===== config.mk =====
export PLATFORM = sky130hd
export DESIGN_NAME = jtframe_68kbus_arb_flat
export DESIGN_NICKNAME = d
export VERILOG_FILES = /design/src/rtl/jtframe_68kbus_arb_if.sv /design/src/rtl/jtframe_68kbus_arb.sv /design/src/flat_wrapper.sv
export SDC_FILE = /design/constraint.sdc
export NUM_CORES = 1
export LEC_CHECK = 0
export BUFFER_PORTS_ARGS = -buffer_cell sky130_fd_sc_hd__buf_2
export CELL_PAD_IN_SITES_DETAIL_PLACEMENT = 0
export CELL_PAD_IN_SITES_GLOBAL_PLACEMENT = 1
export CORE_MARGIN = 3
export CORE_UTILIZATION = 30
export CTS_CLUSTER_SIZE = 14
export DETAILED_ROUTE_END_ITERATION = 10
export GPL_TIMING_DRIVEN = 0
export PLACE_DENSITY_LB_ADDON = 0.08
export SLEW_MARGIN = 15
export SYNTH_ARGS = -nofsm -noshare
export SYNTH_HDL_FRONTEND = slang
export SYNTH_SLANG_ARGS = --single-unit

===== constraint.sdc =====
create_clock -name clk -period 3.6 [get_ports clk]
set_input_delay 0.18 -clock clk [delete_from_list [all_inputs] [get_ports clk]]
set_output_delay 0.18 -clock clk [all_outputs]
set_load 0.005 [all_outputs]

===== src/rtl/jtframe_68kbus_arb_if.sv =====
// 68000 arbitration pins plus the DMA requester request/grant lines.
// The master modport is the arbiter; slave is the CPU/DMA side.
interface jtframe_68kbus_arb_if #(
    parameter int unsigned NREQ = 2
);
    logic            cpu_BRn;
    logic            cpu_BGACKn;
    logic            cpu_BGn;
    logic            cpu_ASn;
    logic            cpu_DTACKn;
    logic [NREQ-1:0] req;
    logic [NREQ-1:0] gnt;
    logic            busy;

    modport master (
        output cpu_BRn, cpu_BGACKn, gnt, busy,
        input  cpu_BGn, cpu_ASn, cpu_DTACKn, req
    );

    modport slave (
        input  cpu_BRn, cpu_BGACKn, gnt, busy,
        output cpu_BGn, cpu_ASn, cpu_DTACKn, req
    );
endinterface


===== src/rtl/jtframe_68kbus_arb.sv =====
// Round-robin 68000 BR/BG/BGACK arbiter for on-board DMA requesters.
// Define JTFRAME_68KARB_TIMEOUT_EN to limit each tenure to MAXHOLD cen cycles.
module jtframe_68kbus_arb #(
    parameter int unsigned NREQ    = 2,
    parameter int unsigned HOLDW   = 8,
    parameter int unsigned MAXHOLD = 64,
    parameter int unsigned CPUGAP  = 4
) (
    input  logic                   clk,
    input  logic                   rst_n,
    input  logic                   cen,
    jtframe_68kbus_arb_if.master   bus
);
    localparam int unsigned PtrW = (NREQ > 1) ? $clog2(NREQ) : 1;

    typedef enum logic [2:0] {StIdle, StReq, StWait, StOwn, StSwitch, StRel} state_e;

    state_e          state_q, state_d;
    logic            brn_q, brn_d;
    logic            bgackn_q, bgackn_d;
    logic            busy_q;
    logic [NREQ-1:0] gnt_q, gnt_d;
    logic [PtrW-1:0] ptr_q, ptr_d;
    logic [3:0]      gap_q, gap_d;

    logic [NREQ-1:0] req_hi, cand, win_oh;
    logic [PtrW-1:0] win_nxt;
    logic            found, any_req, own_req;

`ifdef JTFRAME_68KARB_TIMEOUT_EN
    logic [HOLDW-1:0] ten_q, ten_d, ten_inc;
    logic             other_req;
`else
    logic unused_cfg;
    assign unused_cfg = ^{HOLDW[0], MAXHOLD[0]};
`endif

    assign any_req = |bus.req;
    assign own_req = |(bus.req & gnt_q);

    // Pending requests at or above the pointer win first; otherwise wrap to the lowest.
    always_comb begin
        req_hi  = '0;
        win_oh  = '0;
        win_nxt = '0;
        found   = 1'b0;
        for (int j = 0; j < int'(NREQ); j++) begin
            req_hi[j] = bus.req[j] && (j >= int'(ptr_q));
        end
        cand = (|req_hi) ? req_hi : bus.req;
        for (int j = 0; j < int'(NREQ); j++) begin
            if (!found && cand[j]) begin
                found     = 1'b1;
                win_oh[j] = 1'b1;
                win_nxt   = (j == int'(NREQ) - 1) ? '0 : PtrW'(j + 1);
            end
        end
    end

    always_comb begin
        state_d  = state_q;
        brn_d    = brn_q;
        bgackn_d = bgackn_q;
        gnt_d    = gnt_q;
        ptr_d    = ptr_q;
        gap_d    = gap_q;
`ifdef JTFRAME_68KARB_TIMEOUT_EN
        ten_d     = ten_q;
        ten_inc   = (&ten_q) ? ten_q : ten_q + 1'b1;
        other_req = |(bus.req & ~gnt_q);
`endif
        unique case (state_q)
            StIdle: begin
                if (gap_q != 4'd0) gap_d = gap_q - 4'd1;
                if (any_req && gap_q == 4'd0) begin
                    brn_d   = 1'b0;
                    state_d = StReq;
                end
            end
            StReq: begin
                if (!any_req) begin
                    brn_d   = 1'b1;
                    state_d = StIdle;
                end else if (!bus.cpu_BGn) begin
                    state_d = StWait;
                end
            end
            StWait: begin
                // Take the bus only once the CPU's current cycle has closed.
                if (bus.cpu_ASn && bus.cpu_DTACKn) begin
                    bgackn_d = 1'b0;
                    brn_d    = 1'b1;
                    if (any_req) begin
                        gnt_d   = win_oh;
                        ptr_d   = win_nxt;
                        state_d = StOwn;
`ifdef JTFRAME_68KARB_TIMEOUT_EN
                        ten_d   = '0;
`endif
                    end else begin
                        state_d = StRel;
                    end
                end
            end
            StOwn: begin
`ifdef JTFRAME_68KARB_TIMEOUT_EN
                ten_d = ten_inc;
`endif
                if (!own_req) begin
                    gnt_d   = '0;
                    state_d = StSwitch;
                end
`ifdef JTFRAME_68KARB_TIMEOUT_EN
                else if (ten_inc >= HOLDW'(MAXHOLD)) begin
                    gnt_d   = '0;
                    state_d = other_req ? StSwitch : StRel;
                end
`endif
            end
            StSwitch: begin
                if (any_req) begin
                    gnt_d   = win_oh;
                    ptr_d   = win_nxt;
                    state_d = StOwn;
`ifdef JTFRAME_68KARB_TIMEOUT_EN
                    ten_d   = '0;
`endif
                end else begin
                    state_d = StRel;
                end
            end
            StRel: begin
                bgackn_d = 1'b1;
                gap_d    = 4'(CPUGAP);
                state_d  = StIdle;
            end
            default: state_d = StIdle;
        endcase
    end

    always_ff @(posedge clk) begin
        if (!rst_n) begin
            state_q  <= StIdle;
            brn_q    <= 1'b1;
            bgackn_q <= 1'b1;
            busy_q   <= 1'b0;
            gnt_q    <= '0;
            ptr_q    <= '0;
            gap_q    <= '0;
`ifdef JTFRAME_68KARB_TIMEOUT_EN
            ten_q    <= '0;
`endif
        end else if (cen) begin
            state_q  <= state_d;
            brn_q    <= brn_d;
            bgackn_q <= bgackn_d;
            busy_q   <= !bgackn_d;
            gnt_q    <= gnt_d;
            ptr_q    <= ptr_d;
            gap_q    <= gap_d;
`ifdef JTFRAME_68KARB_TIMEOUT_EN
            ten_q    <= ten_d;
`endif
        end
    end

    assign bus.cpu_BRn    = brn_q;
    assign bus.cpu_BGACKn = bgackn_q;
    assign bus.gnt        = gnt_q;
    assign bus.busy       = busy_q;
endmodule


===== src/flat_wrapper.sv =====
// flat-port wrapper written by rule: the top's interface ports become plain ports
module jtframe_68kbus_arb_flat 
#(
    parameter int unsigned NREQ    = 2,
    parameter int unsigned HOLDW   = 8,
    parameter int unsigned MAXHOLD = 64,
    parameter int unsigned CPUGAP  = 4
)
  (clk, rst_n, cen, bus_cpu_BRn, bus_cpu_BGACKn, bus_gnt, bus_busy, bus_cpu_BGn, bus_cpu_ASn, bus_cpu_DTACKn, bus_req);
  jtframe_68kbus_arb_if #(.NREQ(NREQ)) bus_i ();
  input  logic clk;
  input  logic rst_n;
  input  logic cen;
  output wire logic [$bits(bus_i.cpu_BRn)-1:0] bus_cpu_BRn;
  output wire logic [$bits(bus_i.cpu_BGACKn)-1:0] bus_cpu_BGACKn;
  output wire logic [$bits(bus_i.gnt)-1:0] bus_gnt;
  output wire logic [$bits(bus_i.busy)-1:0] bus_busy;
  input wire logic [$bits(bus_i.cpu_BGn)-1:0] bus_cpu_BGn;
  input wire logic [$bits(bus_i.cpu_ASn)-1:0] bus_cpu_ASn;
  input wire logic [$bits(bus_i.cpu_DTACKn)-1:0] bus_cpu_DTACKn;
  input wire logic [$bits(bus_i.req)-1:0] bus_req;
  assign bus_cpu_BRn = bus_i.cpu_BRn;
  assign bus_cpu_BGACKn = bus_i.cpu_BGACKn;
  assign bus_gnt = bus_i.gnt;
  assign bus_busy = bus_i.busy;
  assign bus_i.cpu_BGn = bus_cpu_BGn;
  assign bus_i.cpu_ASn = bus_cpu_ASn;
  assign bus_i.cpu_DTACKn = bus_cpu_DTACKn;
  assign bus_i.req = bus_req;
  jtframe_68kbus_arb #(.NREQ(NREQ), .HOLDW(HOLDW), .MAXHOLD(MAXHOLD), .CPUGAP(CPUGAP)) u_core (.clk(clk), .rst_n(rst_n), .cen(cen), .bus(bus_i));
endmodule

# [After elaboration in Yosys (flattened, before gate mapping)]
# Index checks and enable logic that the tools add are counted.
[classes] muxes=26 n_bitwise=1 eq_ne=11 add_sub_neg=1 n_lt_le_gt_ge=1 reduce_logical=21
[ops] cell="3-bit 2-to-1 mux" n=6
[ops] cell="3-bit one-hot mux with 5 select lines" n=1
[ops] cell="1-bit 2-to-1 mux" n=10
[ops] cell="5-bit AND reduction" n=2
[ops] cell="4-bit one-hot mux with 2 select lines" n=1
[ops] cell="3-bit by 2-bit == test with 1-bit output (second input constant)" n=2
[ops] cell="3-bit == test (second input constant)" n=2
[ops] cell="2-bit 2-to-1 mux" n=3
[ops] cell="2-bit by 1-bit inequality test with 1-bit output (second input constant)" n=3
[ops] cell="2-bit one-hot mux with 3 select lines" n=1
[ops] cell="3-bit AND reduction" n=2
[ops] cell="3-bit nonzero test" n=2
[ops] cell="2-bit OR reduction" n=3
[ops] cell="1-bit logical AND" n=4
[ops] cell="4-bit zero test" n=1
[ops] cell="4-bit 2-to-1 mux" n=1
[ops] cell="2-bit inequality test (second input constant)" n=2
[ops] cell="1-bit one-hot mux with 2 select lines" n=2
[ops] cell="4-bit AND reduction" n=1
[ops] cell="2-bit nonzero test" n=2
[ops] cell="4-bit nonzero test" n=1
[ops] cell="4-bit by 1-bit subtractor with 4-bit output (second input constant)" n=1
[ops] cell="3-bit by 1-bit == test with 1-bit output (second input constant)" n=1
[ops] cell="3-bit zero test" n=1
[ops] cell="other kinds (5)" n=6
[totals] in_bits=8 wordCells=68 output_inout_bits=5 regBits=13

# [Depth between registers and ports, before layout]
# Gate-level depths: netlist (run 1).
[logic_depth] depth_word=11 ltp_mapped=7 depth_no_buf=6

# [Worst setup path before layout (run 1)]
# No wires, ideal clock.
[synth_path] path_kind="register -> register" startpoint="reg u_core.gap_q[0]" endpoint="reg u_core.brn_q, in the netlist u_core.bus.cpu_BRn" period_less_slack_ns=2.100 t_arrival_ns=1.981 t_required_ns=3.480 setup_time_ns=0.120 path_stages_with_launch=8 setup_slack_ns=1.500 n_path_buf=1 path_cell_list="dfxtp_1 -> inv_1 -> ha_1 -> or3b_1 -> buf_2 -> a221o_1 -> or4_1 -> o31a_1"
[synth_via] elab_chain_len=4
[synth_lines] item="start, declared" line_no="jtframe_68kbus_arb.sv:24" text="logic [3:0] gap_q, gap_d;"
[synth_lines] item="start signal, assigned" line_no="jtframe_68kbus_arb.sv:160" text="gap_q <= gap_d;"
[synth_lines] item="4-bit zero test" line_no="jtframe_68kbus_arb.sv:75" text="if (any_req && gap_q == 4'd0) begin"
[synth_lines] item="1-bit logical AND" line_no="jtframe_68kbus_arb.sv:75"
[synth_lines] item="2-bit by 1-bit inequality test with 1-bit output (no source line)"
[synth_lines] item="5-bit AND reduction (no source line)"
[synth_lines] item="end signal, assigned" line_no="jtframe_68kbus_arb.sv:155" text="brn_q <= brn_d;"
[synth_lines] item="end, declared" line_no="jtframe_68kbus_arb.sv:19" text="logic brn_q, brn_d;"
# No other way between the ends.
# A chain may end at the register's enable or synchronous reset.

# [Worst setup path after layout (run 1)]
[layout_path] startpoint="reg u_core.gap_q[0]" endpoint="reg u_core.state_q[2]"
[layout_via] elab_chain_len=4
[layout_lines] item="4-bit zero test" line_no="jtframe_68kbus_arb.sv:75"
[layout_lines] item="1-bit logical AND" line_no="jtframe_68kbus_arb.sv:75"
[layout_lines] item="2-bit by 1-bit inequality test with 1-bit output (no source line)"
[layout_lines] item="5-bit AND reduction (no source line)"
[layout_lines] item="end signal, assigned" line_no="jtframe_68kbus_arb.sv:143" text="state_q <= StIdle;"
[layout_lines] item="end signal, assigned" line_no="jtframe_68kbus_arb.sv:154" text="state_q <= state_d;"
[layout_lines] item="end, declared" line_no="jtframe_68kbus_arb.sv:18" text="state_e state_q, state_d;"
# No other way between the ends.

==> results of run 1 <==
[area by class of cell]
cell class | count | area (µm²) | share of cell area
multi-input combinational | 77 | 504.2 | 0.5439
sequential | 13 | 260.3 | 0.2807
timing repair buffer | 9 | 45.04 | 0.04858
tap | 30 | 37.54 | 0.04049
buffer | 9 | 35.03 | 0.03779
clock buffer | 4 | 26.28 | 0.02834
inverter | 5 | 18.77 | 0.02024
[placed cells by master (no fill, tap or decap), types with 2 or more instances in the layout]
cell type   n
a21oi_1    13
dfxtp_1    13
buf_2      10
o21ai_0     9
clkbuf_1    8
inv_1       5
nor2_1      4
or4_1       4
nand2b_1    3
nand2_1     3
nand3_1     3
clkbuf_4    3
nor2b_1     2
a21o_1      2
nor3_1      2
and3b_1     2
a31oi_1     2
nor4_1      2
o31ai_1     2
or4b_1      2
o31a_1      2
[state kept, by name, indices dropped and copies added (netlist names)]
signal                 cells
u_core.state_q             3
u_core.ptr_q               1
u_core.bus.cpu_BRn         1
u_core.bus.busy            1
u_core.bus.cpu_BGACKn      1
u_core.gap_q               4
u_core.bus.gnt             2
[power by group through the flow]
stage	Sequential [W]	Clock [W]	Combinational (W)
after global routing	0.000182	0.000109	0.000232
after CTS	0.000179	0.000103	0.000205
after global placement	0.000182	0	0.000203
after floorplan	0.000179	0	0.000163
after detailed placement	0.000182	0	0.000204
final	0.000179	0.0000948	0.000205
[worst paths after layout]
kind | startpoint | to | slack, ps | depth (start not counted)
setup reg to reg | u_core.gap_q[0] | u_core.state_q[2] | 1330 | 7
hold reg to reg | u_core.bus.cpu_BRn | u_core.bus.cpu_BRn | 490 | 1
setup / recovery | u_core.gap_q[0] | u_core.state_q[2] | 1330 | 7
hold / removal | rst_n | u_core.bus.cpu_BGACKn | 60 | 2
[worst reg2reg max path, delay by kind of cell (launching register included)]
family	cells	cell delay, ps
AND/OR/NAND/NOR	2	890
AO/OA/AOI/OAI	2	580
flip-flops	1	320
buffers and inverters	2	230
adder cells (fa/ha/maj)	1	190
[cells by family (layout without fill, tap and decap cells)]
family,after synthesis,count (layout),synth area share
compound gates,41,41,0.3242
simple gates,33,33,0.2554
buf+inv,14,27,0.06575
flops,13,13,0.3180
xor+xnor,2,2,0.02141
fa+ha+maj,1,1,0.01529
[routing by layer]
layer / vias up / routed length, µm / global-route usage
met5: - / 0 / 0
met4: 0 / 8 / 0.01987
met3: 2 / 78 / 0.04009
met2: 12 / 850 / 0.1839
met1: 368 / 1112 / 0.1935
li1: 422 / - / -
[cells in the mapped netlist (2+ instances only)]
library cell	number	area [µm²]
nand3_1	3	15.01
nor2b_1	2	12.51
o31ai_1	2	15.01
a21o_1	2	15.01
nand2_1	3	11.26
a31oi_1	2	12.51
or4_1	4	30.03
nor4_1	2	12.51
or4b_1	2	20.02
clkbuf_1	7	26.28
inv_1	5	18.77
o31a_1	2	17.52
dfxtp_1	13	260.3
o21ai_0	9	45.04
nor2_1	4	15.01
and3b_1	2	17.52
nor3_1	2	10.01
a21oi_1	13	65.06
nand2b_1	3	18.77
[metrics by stage]
stage / worst slack (ps) / cells / utilization / hold WS [ps] / instance area (µm²)
2_1_floorplan: 1500 / 104 / - / 241.9 / 818.3
3_3_place_gp: 1346 / 143 / 0.3540 / 358.8 / 900.9
3_5_place_dp: 1352 / 143 / 0.3540 / 359.0 / 900.9
4_1_cts: 1328 / 147 / 0.3643 / 44.26 / 927.1
5_1_grt: 1197 / 147 / 0.3643 / 47.44 / 927.1
6_report: 1326 / 147 / 0.3643 / 58.84 / 927.1
==> results.cfg, run 1 <==
[cts]
ctsResizeCount = 0
cts_sinks = 13
cts_buffers = 3
clkTransAtPathRegs_ps = 80
post_cts_buffers = 0
postCtsHoldBufs = 0
clockRootBuffer = clkbuf_4
clk-insertion-delay-late_ps = 280
cts_tree = yes
clockBufferDepth = 2
cts.htree.levels = 1

[placement]
routabilityCongestion = 0.7517
portBuffers = 9
dp.final_hpwl_um = 1447

[timing]
fmax_mhz = 439.8
fin_crit_ps = 2274
hold_viol_final = 0
setup_tns_ps = 0
rsz0062_at_grt = false
setup_viol = 0
finalClockSkew_ps = 0.4395
report.final.slew_viol_count = 0
fin_crit_sh = 0.6315
relSlewSlack = 0.5464
worst_slew_pin_slew_ps = 675.3

[global_routing]
grt_antenna_before_repair = 0
grt_pass1_vias = 690
grt_overflow = 0
grt_first_pass_wirelength_um = 3353
grt_start_max_net_pins = 11
grtUsageTotal = 0.1295

[power_and_ir_drop]
leakage_nw = 0.3491
pwr-share-seq = 0.374
peakVddDrop_mv = 0.2515
powerDensity_nw_per_um2 = 515.6
pwr-share-clk = 0.198
power_w = 0.0004781
switchingPower_w = 0.0001790
p_int_w = 0.0002991
swShare = 0.3744
power_frac_comb = 0.428

[synth]
async_flop_share = 0
syn_area_um2 = 818.3
yosys_warnings = 0
synth_cells = 104
synth_edf_count = 0
yosysSeqAreaShare = 0.3180
ys_seq_elements = 13
avgSynthCellArea_um2 = 7.868
synth_cell_types = 41
syn_nets = 113
synth_flop_cell = dfxtp_1

[route]
drt_iter0_markers = 13
drt_pass1_iterations = 4
vias_per_cell = 5.469
routed_wl_um = 2050
routedWlPerCell_um = 13.95
ant_nets = 0
vias = 804
drc = 0

[layout]
fin_nets = 127
syn2layout_area_growth_pct = 13.30
diodes = 0
drive_gt1_frac = 0.1368
n_fill_cell = 285

[worst_setup_path]
crit_chain = inv_1 > ha_1 > or3b_1 > buf_2 > a221o_1 > or4b_1 > a21oi_1
cp_slowest_cell = or4b_1
crit_path_start_kind = flop
crit_family = simple AND/OR/NAND/NOR gates
cp.required_ps = 3810
path_buf_inv = 2
path_max_fanout = 8
critPathMaxStageDelay_ps = 550
arrival_ps = 2490
endpoint_kind = flop
critical_path_class = flop to flop

[floorplanning]
core_area_um2 = 2545
dieArea_um2 = 3390
fp.dieW_um = 58.23
ios = 13
die_h_um = 58.23
core.rowCount = 18
start_util = 0.3215

[status]
status = complete, no violations

[worst_hold_path]
hp-class = input port to flop

[job]
cap_viol_max_count = 0
Power figures use the tool's default switching activity.
==> run 2: changes to the inputs <==
clock period = 2.1 ns   (was 3.6 ns; I/O delays follow)
==> run 2 against run 1 <==
Against the previous run: register-to-register slack worse by 1300 ps; clock power grew 73%; clock skew increased by 6.5 ps; largest cell class unchanged.
==> results.cfg, run 2 (synthesis gave the netlist of run 1 again) <==
[power_and_ir_drop]
pwr-share-seq = 0.355
peakVddDrop_mv = 0.5259
leakage_nw = 0.3728
powerDensity_nw_per_um2 = 883.7
pwr-share-clk = 0.188
power_w = 0.0008713
power_frac_comb = 0.457
p_int_w = 0.0005514
switchingPower_w = 0.0003199
swShare = 0.3672

[job]
cap_viol_max_count = 0

[route]
ant_nets = 0
drt_pass1_iterations = 4
routed_wl_um = 2079
routedWlPerCell_um = 13.77
vias = 816
drc = 0
vias_per_cell = 5.404
drt_iter0_markers = 19

[layout]
fin_nets = 131
instances_no_fill = 151
largest_reg_flops = 4
final_cell_mix = a21oi_1 (13), dfxtp_1 (11), o21ai_0 (9), buf_2 (9), clkbuf_1 (7)
diodes = 0
largest-register = u_core.gap_q
syn2layout_area_growth_pct = 20.49
utilization = 0.3874
drive_gt1_frac = 0.2231
final_common_cell = a21oi_1

[cts]
clockRootBuffer = clkbuf_4
clockBufferDepth = 2
cts_buffers = 3
clkTransAtPathRegs_ps = 90
cts.htree.levels = 1
cts_sinks = 13
clk-insertion-delay-late_ps = 280
cts_tree = yes

[floorplanning]
die_h_um = 58.23
core_area_um2 = 2545
fp.dieW_um = 58.23
dieArea_um2 = 3390
start_util = 0.3215
ios = 13
core.rowCount = 18

[worst_setup_path]
critical_path_class = flop to flop
cp.required_ps = 2320
arrival_ps = 2310
path_max_fanout = 7
crit_path_start_kind = flop
endpoint_kind = flop

[timing]
fin_crit_ps = 2087
hold_viol_final = 0
finalClockSkew_ps = 6.965
worst_slew_pin_slew_ps = 696.4
fin_crit_sh = 0.9937
relSlewSlack = 0.5322
fmax_mhz = 479.2
timing.hold.ws_ps = 112.6
setup_ws_ps = 13.14
rsz0062_at_grt = true
report.final.slew_viol_count = 0
setup_viol = 0

[global_routing]
grt_pass1_vias = 752
grt_start_max_net_pins = 11
grtUsageTotal = 0.1326
grt_antenna_before_repair = 0
grt_overflow = 0
grt_first_pass_wirelength_um = 3443

[placement]
dp.cells = 143
dp.final_hpwl_um = 1447
portBuffers = 9
pre_cts_ws_ps = -167.0
routabilityCongestion = 0.7510

[status]
status = complete, no violations

[worst_hold_path]
hp-class = input port to flop
==> run 2: cell types whose count changed in the layout (fill, tap and decap cells not counted), sizes merged <==
cell / delta
buf: +3
dlygate4sd3: +1
==> run 2: power by group through the flow <==
stage / clock network (W) / logic [W] / registers, W
detailed placement: 0 / 0.000350 / 0.000314
floorplan: 0 / 0.000280 / 0.000308
global placement: 0 / 0.000350 / 0.000313
CTS: 0.000175 / 0.000396 / 0.000309
finish: 0.000164 / 0.000398 / 0.000309
global route: 0.000188 / 0.000450 / 0.000315
==> run 2: final timing paths <==
kind                            slack (ps)                  to  depth (start not counted)               start
worst max-delay path                    10   u_core.state_q[2]                          6     u_core.gap_q[0]
worst min-delay path                   110   u_core.state_q[1]                          3         bus_cpu_BGn
worst max register to register          10   u_core.state_q[2]                          6     u_core.gap_q[0]
worst min register to register         480  u_core.bus.cpu_BRn                          1  u_core.bus.cpu_BRn
==> run 2: area by class of cell <==
cell class | count | area [µm²]
plain buffers | 8 | 31.28
clock buffers | 4 | 26.28
fillers | 271 | 1559
inverters | 5 | 18.77
multi-input cells | 77 | 524.3
flip-flops and latches | 13 | 262.8
well taps | 30 | 37.54
repair buffers | 14 | 85.08
==> run 2: layer usage <==
| metal | vias up | wire length [µm] | track usage |
|---|---|---|---|
| li1 | 425 | - | - |
| met1 | 372 | 1091 | 0.1850 |
| met2 | 17 | 865 | 0.1952 |
| met3 | 2 | 107 | 0.05345 |
| met4 | 0 | 15 | 0.01987 |
| met5 | - | 0 | 0 |
==> run 2: through the flow <==
step | setup TNS [ps] | area (µm²)
6_report | 0 | 985.9
4_1_cts | 0 | 979.7
5_1_grt | -81.06 | 985.9
3_5_place_dp | -504.0 | 904.6
2_1_floorplan | 0 | 822.0
3_3_place_gp | -461.7 | 904.6
==> run 2: worst max-delay path, cell delays in order (launching register included) <==
cell and delay (ps):
dfxtp_2 330, inv_2 70, ha_4 130, or3b_4 370, a221o_1 420, or4b_1 550
a21oi_1 150
==> run 2: repair_timing <==
| action | in CTS | in global routing |
|---|---|---|
| gates resized for setup | 4 | 3 |
| pin swaps | 4 | 1 |
| hold buffers | 1 | 0 |
| setup buffers | 4 | 0 |
| endpoints found under the hold margin | 1 | 0 |
| endpoints found under the setup margin | 4 | 5 |
| gates cloned | 0 | 0 |
